`src/rtl/ro_meas_pkg.sv`:
```
// rtl/ro_meas_pkg.sv - shared state type and constants for RO measurement
package ro_meas_pkg;

    typedef enum logic [1:0] {
        IDLE    = 2'd0,
        ARM     = 2'd1,
        GATE    = 2'd2,
        CAPTURE = 2'd3
    } measState_t;

    localparam int ARM_CYCLES    = 2;
    localparam int DEFAULT_CNT_W = 32;

endpackage

```
`src/rtl/ro_edge_sync.sv`:
```
// rtl/ro_edge_sync.sv - 3-flop synchronizer and rising-edge detector for one RO channel
module ro_edge_sync (
    input  logic clk,
    input  logic rst,
    input  logic async_in,
    output logic roEdge
);

    logic s1, s2, s3;

    always_ff @(posedge clk) begin
        if (rst) begin
            s1 <= 1'b0;
            s2 <= 1'b0;
            s3 <= 1'b0;
        end else begin
            s1 <= async_in;
            s2 <= s1;
            s3 <= s2;
        end
    end

    assign roEdge = s2 & ~s3;

endmodule

```
`src/rtl/ro_edge_counter.sv`:
```
// rtl/ro_edge_counter.sv - gated RO edge counter feeding the BCD conversion stage
module ro_edge_counter
    import ro_meas_pkg::*;
#(
    parameter int unsigned GATE_CYCLES = 50_000_000,
    parameter int          CNT_W       = DEFAULT_CNT_W
) (
    input  logic             clk,
    input  logic             rst,
    input  logic             en,
    input  logic             ro_in,
    output logic [CNT_W-1:0] count,
    output logic             start,
    output logic             overflow,
    output logic             busy
);

    // Two spare bits keep the ARM phase countable even when GATE_CYCLES is 1.
    localparam int WIN_W = $clog2(GATE_CYCLES) + 2;
    localparam logic [WIN_W-1:0] GATE_LAST = WIN_W'(GATE_CYCLES - 1);
    localparam logic [WIN_W-1:0] ARM_LAST  = WIN_W'(ARM_CYCLES - 1);

    measState_t       state, nextState;
    logic [WIN_W-1:0] winCnt;
    logic [CNT_W-1:0] acc;
    logic             sat;
    logic             roEdge;

    ro_edge_sync uSync (
        .clk      (clk),
        .rst      (rst),
        .async_in (ro_in),
        .roEdge   (roEdge)
    );

    always_ff @(posedge clk) begin
        if (rst) state <= IDLE;
        else     state <= nextState;
    end

    always_comb begin
        nextState = state;
        case (state)
            IDLE:    if (en) nextState = ARM;
            ARM:     if (!en) nextState = IDLE;
                     else if (winCnt == ARM_LAST) nextState = GATE;
            GATE:    if (!en) nextState = IDLE;
                     else if (winCnt == GATE_LAST) nextState = CAPTURE;
            CAPTURE: nextState = en ? ARM : IDLE;
            default: nextState = IDLE;
        endcase
    end

    always_comb begin
        busy = (state == ARM) || (state == GATE);
    end

    // The window counter restarts on every state change, so it times both ARM and GATE.
    always_ff @(posedge clk) begin
        if (rst || state == IDLE || nextState != state) winCnt <= '0;
        else                                             winCnt <= winCnt + WIN_W'(1);
    end

    always_ff @(posedge clk) begin
        if (rst || state == ARM) begin
            acc <= '0;
            sat <= 1'b0;
        end else if (state == GATE && roEdge) begin
            if (acc == '1) sat <= 1'b1;
            else           acc <= acc + CNT_W'(1);
        end
    end

    always_ff @(posedge clk) begin
        if (rst) begin
            count    <= '0;
            overflow <= 1'b0;
            start    <= 1'b0;
        end else begin
            start <= (state == CAPTURE);
            if (state == CAPTURE) begin
                count    <= acc;
                overflow <= sat;
            end
        end
    end

endmodule

```
`config.mk`:
```
export PLATFORM = sky130hd
export DESIGN_NAME = ro_edge_counter
export DESIGN_NICKNAME = d
export VERILOG_FILES = /design/src/rtl/ro_meas_pkg.sv /design/src/rtl/ro_edge_sync.sv /design/src/rtl/ro_edge_counter.sv
export SDC_FILE = /design/constraint.sdc
export NUM_CORES = 1
export LEC_CHECK = 0
export ABC_CLOCK_PERIOD_IN_PS = 4490
export CELL_PAD_IN_SITES_DETAIL_PLACEMENT = 0
export CELL_PAD_IN_SITES_GLOBAL_PLACEMENT = 1
export CORE_MARGIN = 3
export CORE_UTILIZATION = 47
export CTS_CLUSTER_SIZE = 24
export DETAILED_ROUTE_END_ITERATION = 10
export HOLD_SLACK_MARGIN = 0.02
export PLACE_DENSITY = 0.93
export SETUP_SLACK_MARGIN = 0.15
export SLEW_MARGIN = 20
export SYNTH_ARGS = -nofsm -noshare
export SYNTH_HDL_FRONTEND = slang
export SYNTH_SLANG_ARGS = --single-unit
```
`constraint.sdc`:
```
create_clock -name clk -period 4.49 [get_ports clk]
set_input_delay 0.449 -clock clk [delete_from_list [all_inputs] [get_ports clk]]
set_output_delay 0.449 -clock clk [all_outputs]
set_load 0.02 [all_outputs]
```
After elaboration in Yosys (flattened, before gate mapping)
Index checks and enable logic that the tools add are counted.

word-level totals
  bits in registers = 100
  bits in latches = 0
  memory bits (writable) = 0
  memory bits (read-only) = 0
  logic and storage cells = 37
  memories kept = 0

cells by class
  add/subtract/negate cells = 2
  multipliers = 0
  divide/modulo/power cells = 0
  order comparisons = 0
  eq/ne operators = 7
  shifts and indexed selects = 0
  muxes and demuxes = 7
  bitwise gates (word level) = 3
  reductions and logical operators = 8

operators with widths
  kind                                                                number
  32-bit by 1-bit adder with 32-bit output (second input constant)    1
  32-bit == test (second input constant)                              1
  28-bit by 1-bit adder with 28-bit output (second input constant)    1
  28-bit by 1-bit == test with 1-bit output (second input constant)   1
  28-bit by 26-bit == test with 1-bit output (second input constant)  1
  2-bit 2-to-1 mux                                                    5
  2-bit one-hot mux with 4 select lines                               1
  2-bit == test (second input constant)                               2
  1-bit logical OR                                                    4
  2-bit AND reduction                                                 2
  2-bit by 1-bit == test with 1-bit output (second input constant)    1
  2-bit zero test                                                     1
  2-bit != test                                                       1
  1-bit inverter                                                      2
  1-bit bitwise AND                                                   1
  1-bit logical AND                                                   1
  1-bit 2-to-1 mux                                                    1

Logic depth before layout (Yosys ltp)
  word-level depth = 6
  mapped depth = 9
  depth with buffers taken out = 7

By module
A second synthesis with hierarchy kept.

second synthesis, totals
  cell total of the unflattened synthesis = 508
  area, all modules = 4525.6 um2

modules (own cells, without submodules)
  module           instances  cells an instance  area an instance (um2)
  ro_edge_counter  1          501                4438.0
  ro_edge_sync     1          7                  87.6

Worst setup path after synthesis
No wires, ideal clock.

  path type = register to register
  from = register winCnt[0]
  to = register winCnt[17]
  arrival time = 2087 ps
  data required time = 4369 ps
  slack = 2282 ps
  stages on the path, launching flop included = 10
  buffers on the path = 3
  period minus slack after synthesis = 2208 ps
  path through = dfxtp_1 ha_1 nand3_1 or2_2 clkbuf_1 nor3_1 a41o_1 clkbuf_1 buf_2 nor3_1

between the ends
  longest elaborated chain between the ends = 6
  elaborated cells on any way between the ends = 10

RTL lines
  what                                                                                                            line                                          RTL
  start: declaration                                                                                              ro_edge_counter.sv:24                         logic [WIN_W-1:0] winCnt;
  start signal: assignment                                                                                        ro_edge_counter.sv:61                         else winCnt <= winCnt + WIN_W'(1);
  28-bit by 26-bit == test with 1-bit output / 28-bit by 1-bit == test with 1-bit output (equally long branches)  ro_edge_counter.sv:48, ro_edge_counter.sv:46
  2-bit 2-to-1 mux (on tied branches)                                                                             ro_edge_counter.sv:48, ro_edge_counter.sv:46
  2-bit 2-to-1 mux (on tied branches)                                                                             ro_edge_counter.sv:47, ro_edge_counter.sv:45
  2-bit one-hot mux with 4 select lines                                                                           ro_edge_counter.sv:43                         case (state)
  2-bit != test                                                                                                   ro_edge_counter.sv:60                         if (rst || state == IDLE || nextState != state) winCnt <= '0;
  1-bit logical OR                                                                                                ro_edge_counter.sv:60

Several ways; a longest one is shown, not always the timed one.
A chain may end at the register's enable or synchronous reset.

Worst setup path after layout
  from = register winCnt[0]
  to = register winCnt[14]

Same word-level chain as after synthesis.

==> impl_metrics.toml <==
[status]
status = "complete, no violations"

[synth]
synth_fp_nets = 555
syn_area_mm2 = 0.00468
yosysSeqAreaShare = 0.427
async_flop_share = 0
synth_cells = 544
ys_types = 52
syn_avg_cell_area_um2 = 8.61
ys.flop_type = "dfxtp_1"
synth-seq-cells = 100
synth_edf_count = 0
yosys_warnings = 0

[grt]
grt_max_degree = 42
grt_pass1_vias = 3631
grt_antenna_before_repair = 0
gr-total-overflow = 0
grt_first_pass_wirelength_um = 17300
grt_usage = 0.185

[clock_tree]
cts_setup_buffers = 0
cts_made_buffers = 9
clkSinkCount = 100
cts-root-buf = "clkbuf_8"
tritoncts = "yes"
cts.clk_slew.worst_paths_ns = 0.10
clock_latency_ns = 0.37
cts_resized = 0
cts_htree_levels = 3
clock_path_buffers = 2
hold_buffers = 0

[setup_path]
worstPathMaxFanout = 28
setup.worst_path.start = "winCnt[0]"
cp.required_ns = 4.70
crit_type = "flip-flop to flip-flop"
crit_path_top_delay_cell = "a221o_1"
cp-start-kind = "flip-flop"
critPathMaxStageDelay_ns = 0.89
endpoint_kind = "flip-flop"
path_cells = "ha_1 > nand3_1 > or2_2 > nor4_1 > a221o_1 > nor3_1"
worst_r2r_startpoint = "winCnt[0]"
crit_arrival_ns = 2.98

[route]
wl_met3_um = 381
wl_per_cell_um = 14.6
vias = 3945
routed.top_layer = "met4"
ant_nets = 0
dr_wl_met2_um = 4560
drc_errors = 0
viasPerCell = 5.67
drt_iter0_drc = 237
drt-met1-wl_um = 5080
routed_wl_um = 10100
first_pass_iters = 4

[power]
power_leakage_nw = 1.57
fin_total_pwr_mw = 1.59
ir_drop_v = 0.000202
powerDensity_mw_per_mm2 = 299

[floorplanning]
top_level_ports = 39
start_util = 0.495
fp.dieH_um = 106
die_w_um = 106
rows = 35
core_mm2 = 0.00946
die_area_mm2 = 0.0112

[sta]
fin_skew_ns = 0.0172
tightestPinTransition_ns = 1.04
hold_violations = 0
max-slew-margin-rel = 0.307
hold_ws_ns = 0.458
tns_ns = 0
fin_crit_ns = 2.77
rsz0062_at_grt = "false"
fin_ws_ns = 1.72
setup_violations = 0
fmax_mhz = 361
post-route-period-util = 0.617
slew_violations = 0

[worst_hold_path]
min_path_type = "flip-flop to flip-flop"
worstHoldStart = "uSync.s1"

[placed_design]
postPlaceCellArea_mm2 = 0.00510
placed_cells = 680
pre_cts_slack_ns = 1.72
gp_congestion = 0.814
hpwlAfterDp_um = 6890
port_buffers = 38

[layout]
final_cells = 696
fillers = 890
layout.nets = 573
fin_util = 0.563
layout-drive-gt1-share = 0.0617
areaGrowthSynthToFinish_pct = 13.8
multi_input_area_mm2 = 0.00250
finalInstanceArea_mm2 = 0.00533
n_antenna_cell = 0
ff_latch_area_mm2 = 0.00200

[job]
cap_violations = 0
-- flip-flops by register name, indices dropped and copies added (netlist names) --
signal,flops
uSync.s3,1
winCnt,28
uSync.s2,1
state,2
sat,1
start,1
count,32
acc,32
overflow,1
uSync.s1,1
-- where the power goes --
group	total (mW)	internal, mW	switching, mW
clock network	0.647	0.331	0.315
registers	0.893	0.889	0.00349
logic	0.0524	0.0158	0.0366
-- cell usage after synthesis (5+ instances only) --
master    instances  area share
dfxtp_1         100        0.43
xnor2_1          24       0.045
nand2_1          25       0.020
o21ai_0          18       0.019
nand4_1          22       0.029
nand3_1          32       0.034
o31ai_1           7       0.011
nor4_1           17       0.023
mux2i_1          35       0.075
nor3_1           39       0.042
or3_1            15       0.020
clkbuf_1         25       0.020
inv_1            12      0.0096
nor2b_1           5      0.0067
ha_1              7       0.019
xor2_1            6       0.011
a21oi_1          27       0.029
nor2_1           67       0.054
or4_1             5      0.0080
-- cell families (layout without fill, tap and decap cells) --
| family | Yosys count | count (layout) | share of synthesized area |
|---|---|---|---|
| flip-flops | 100 | 100 | 0.427 |
| multiplexers | 35 | 35 | 0.0748 |
| adder cells (fa/ha/maj) | 7 | 7 | 0.0187 |
| XOR/XNOR | 30 | 30 | 0.0561 |
| AND/OR/NAND/NOR | 261 | 261 | 0.299 |
| buffers and inverters | 45 | 68 | 0.0390 |
| AO/OA/AOI/OAI | 66 | 66 | 0.0850 |
-- cell type report --
cell class | count | share of cell area
Sequential cell | 100 | 0.376
Timing Repair Buffer | 40 | 0.0742
Clock inverter | 5 | 0.0157
Inverter | 12 | 0.00845
Tap cell | 129 | 0.0303
Clock buffer | 11 | 0.0265
Multi-Input combinational cell | 399 | 0.469
-- worst paths after layout --
| path | to | slack (ns) | depth (start not counted) |
|---|---|---|---|
| max | winCnt[14] | 1.72 | 6 |
| max reg2reg | winCnt[14] | 1.72 | 6 |
| min reg2reg | uSync.s2 | 0.46 | 1 |
| min | uSync.s2 | 0.46 | 1 |
-- routing by layer --
metal / global-route usage / vias up
li1: - / 1987
met1: 0.260 / 1869
met2: 0.284 / 80
met3: 0.0404 / 9
met4: 0.0546 / 0
met5: 0 / -
-- layout by cell type (no fill, tap or decap), types with 2 or more instances in the layout --
cell	count
and4_1	4
clkbuf_8	10
clkdlybuf4s50_1	38
dfxtp_1	100
nand4_1	22
nand2_1	25
nand3b_1	2
nor2_1	67
clkinvlp_4	2
nand4b_1	3
buf_4	2
inv_1	12
o31ai_1	7
o21ai_0	18
or2_2	4
o31a_1	2
and2_1	3
nor3_1	39
and3_1	4
o41ai_1	4
nand3_1	32
a21oi_1	27
or4_1	5
or3_1	15
xor2_1	6
ha_1	6
or3_2	2
nor2b_1	5
nor4_1	17
bufinv_16	2
xnor2_1	24
mux2i_1	35
-- worst max-delay path: cells and delay by family (launching register included) --
kind	cells	cell delay (ns)
and+or+nand+nor	4	1.12
AOI/OAI and AO/OA	1	0.89
adders and majority gates	1	0.20
DFF	1	0.41
No activity file was read; power rests on OpenSTA's default activity.
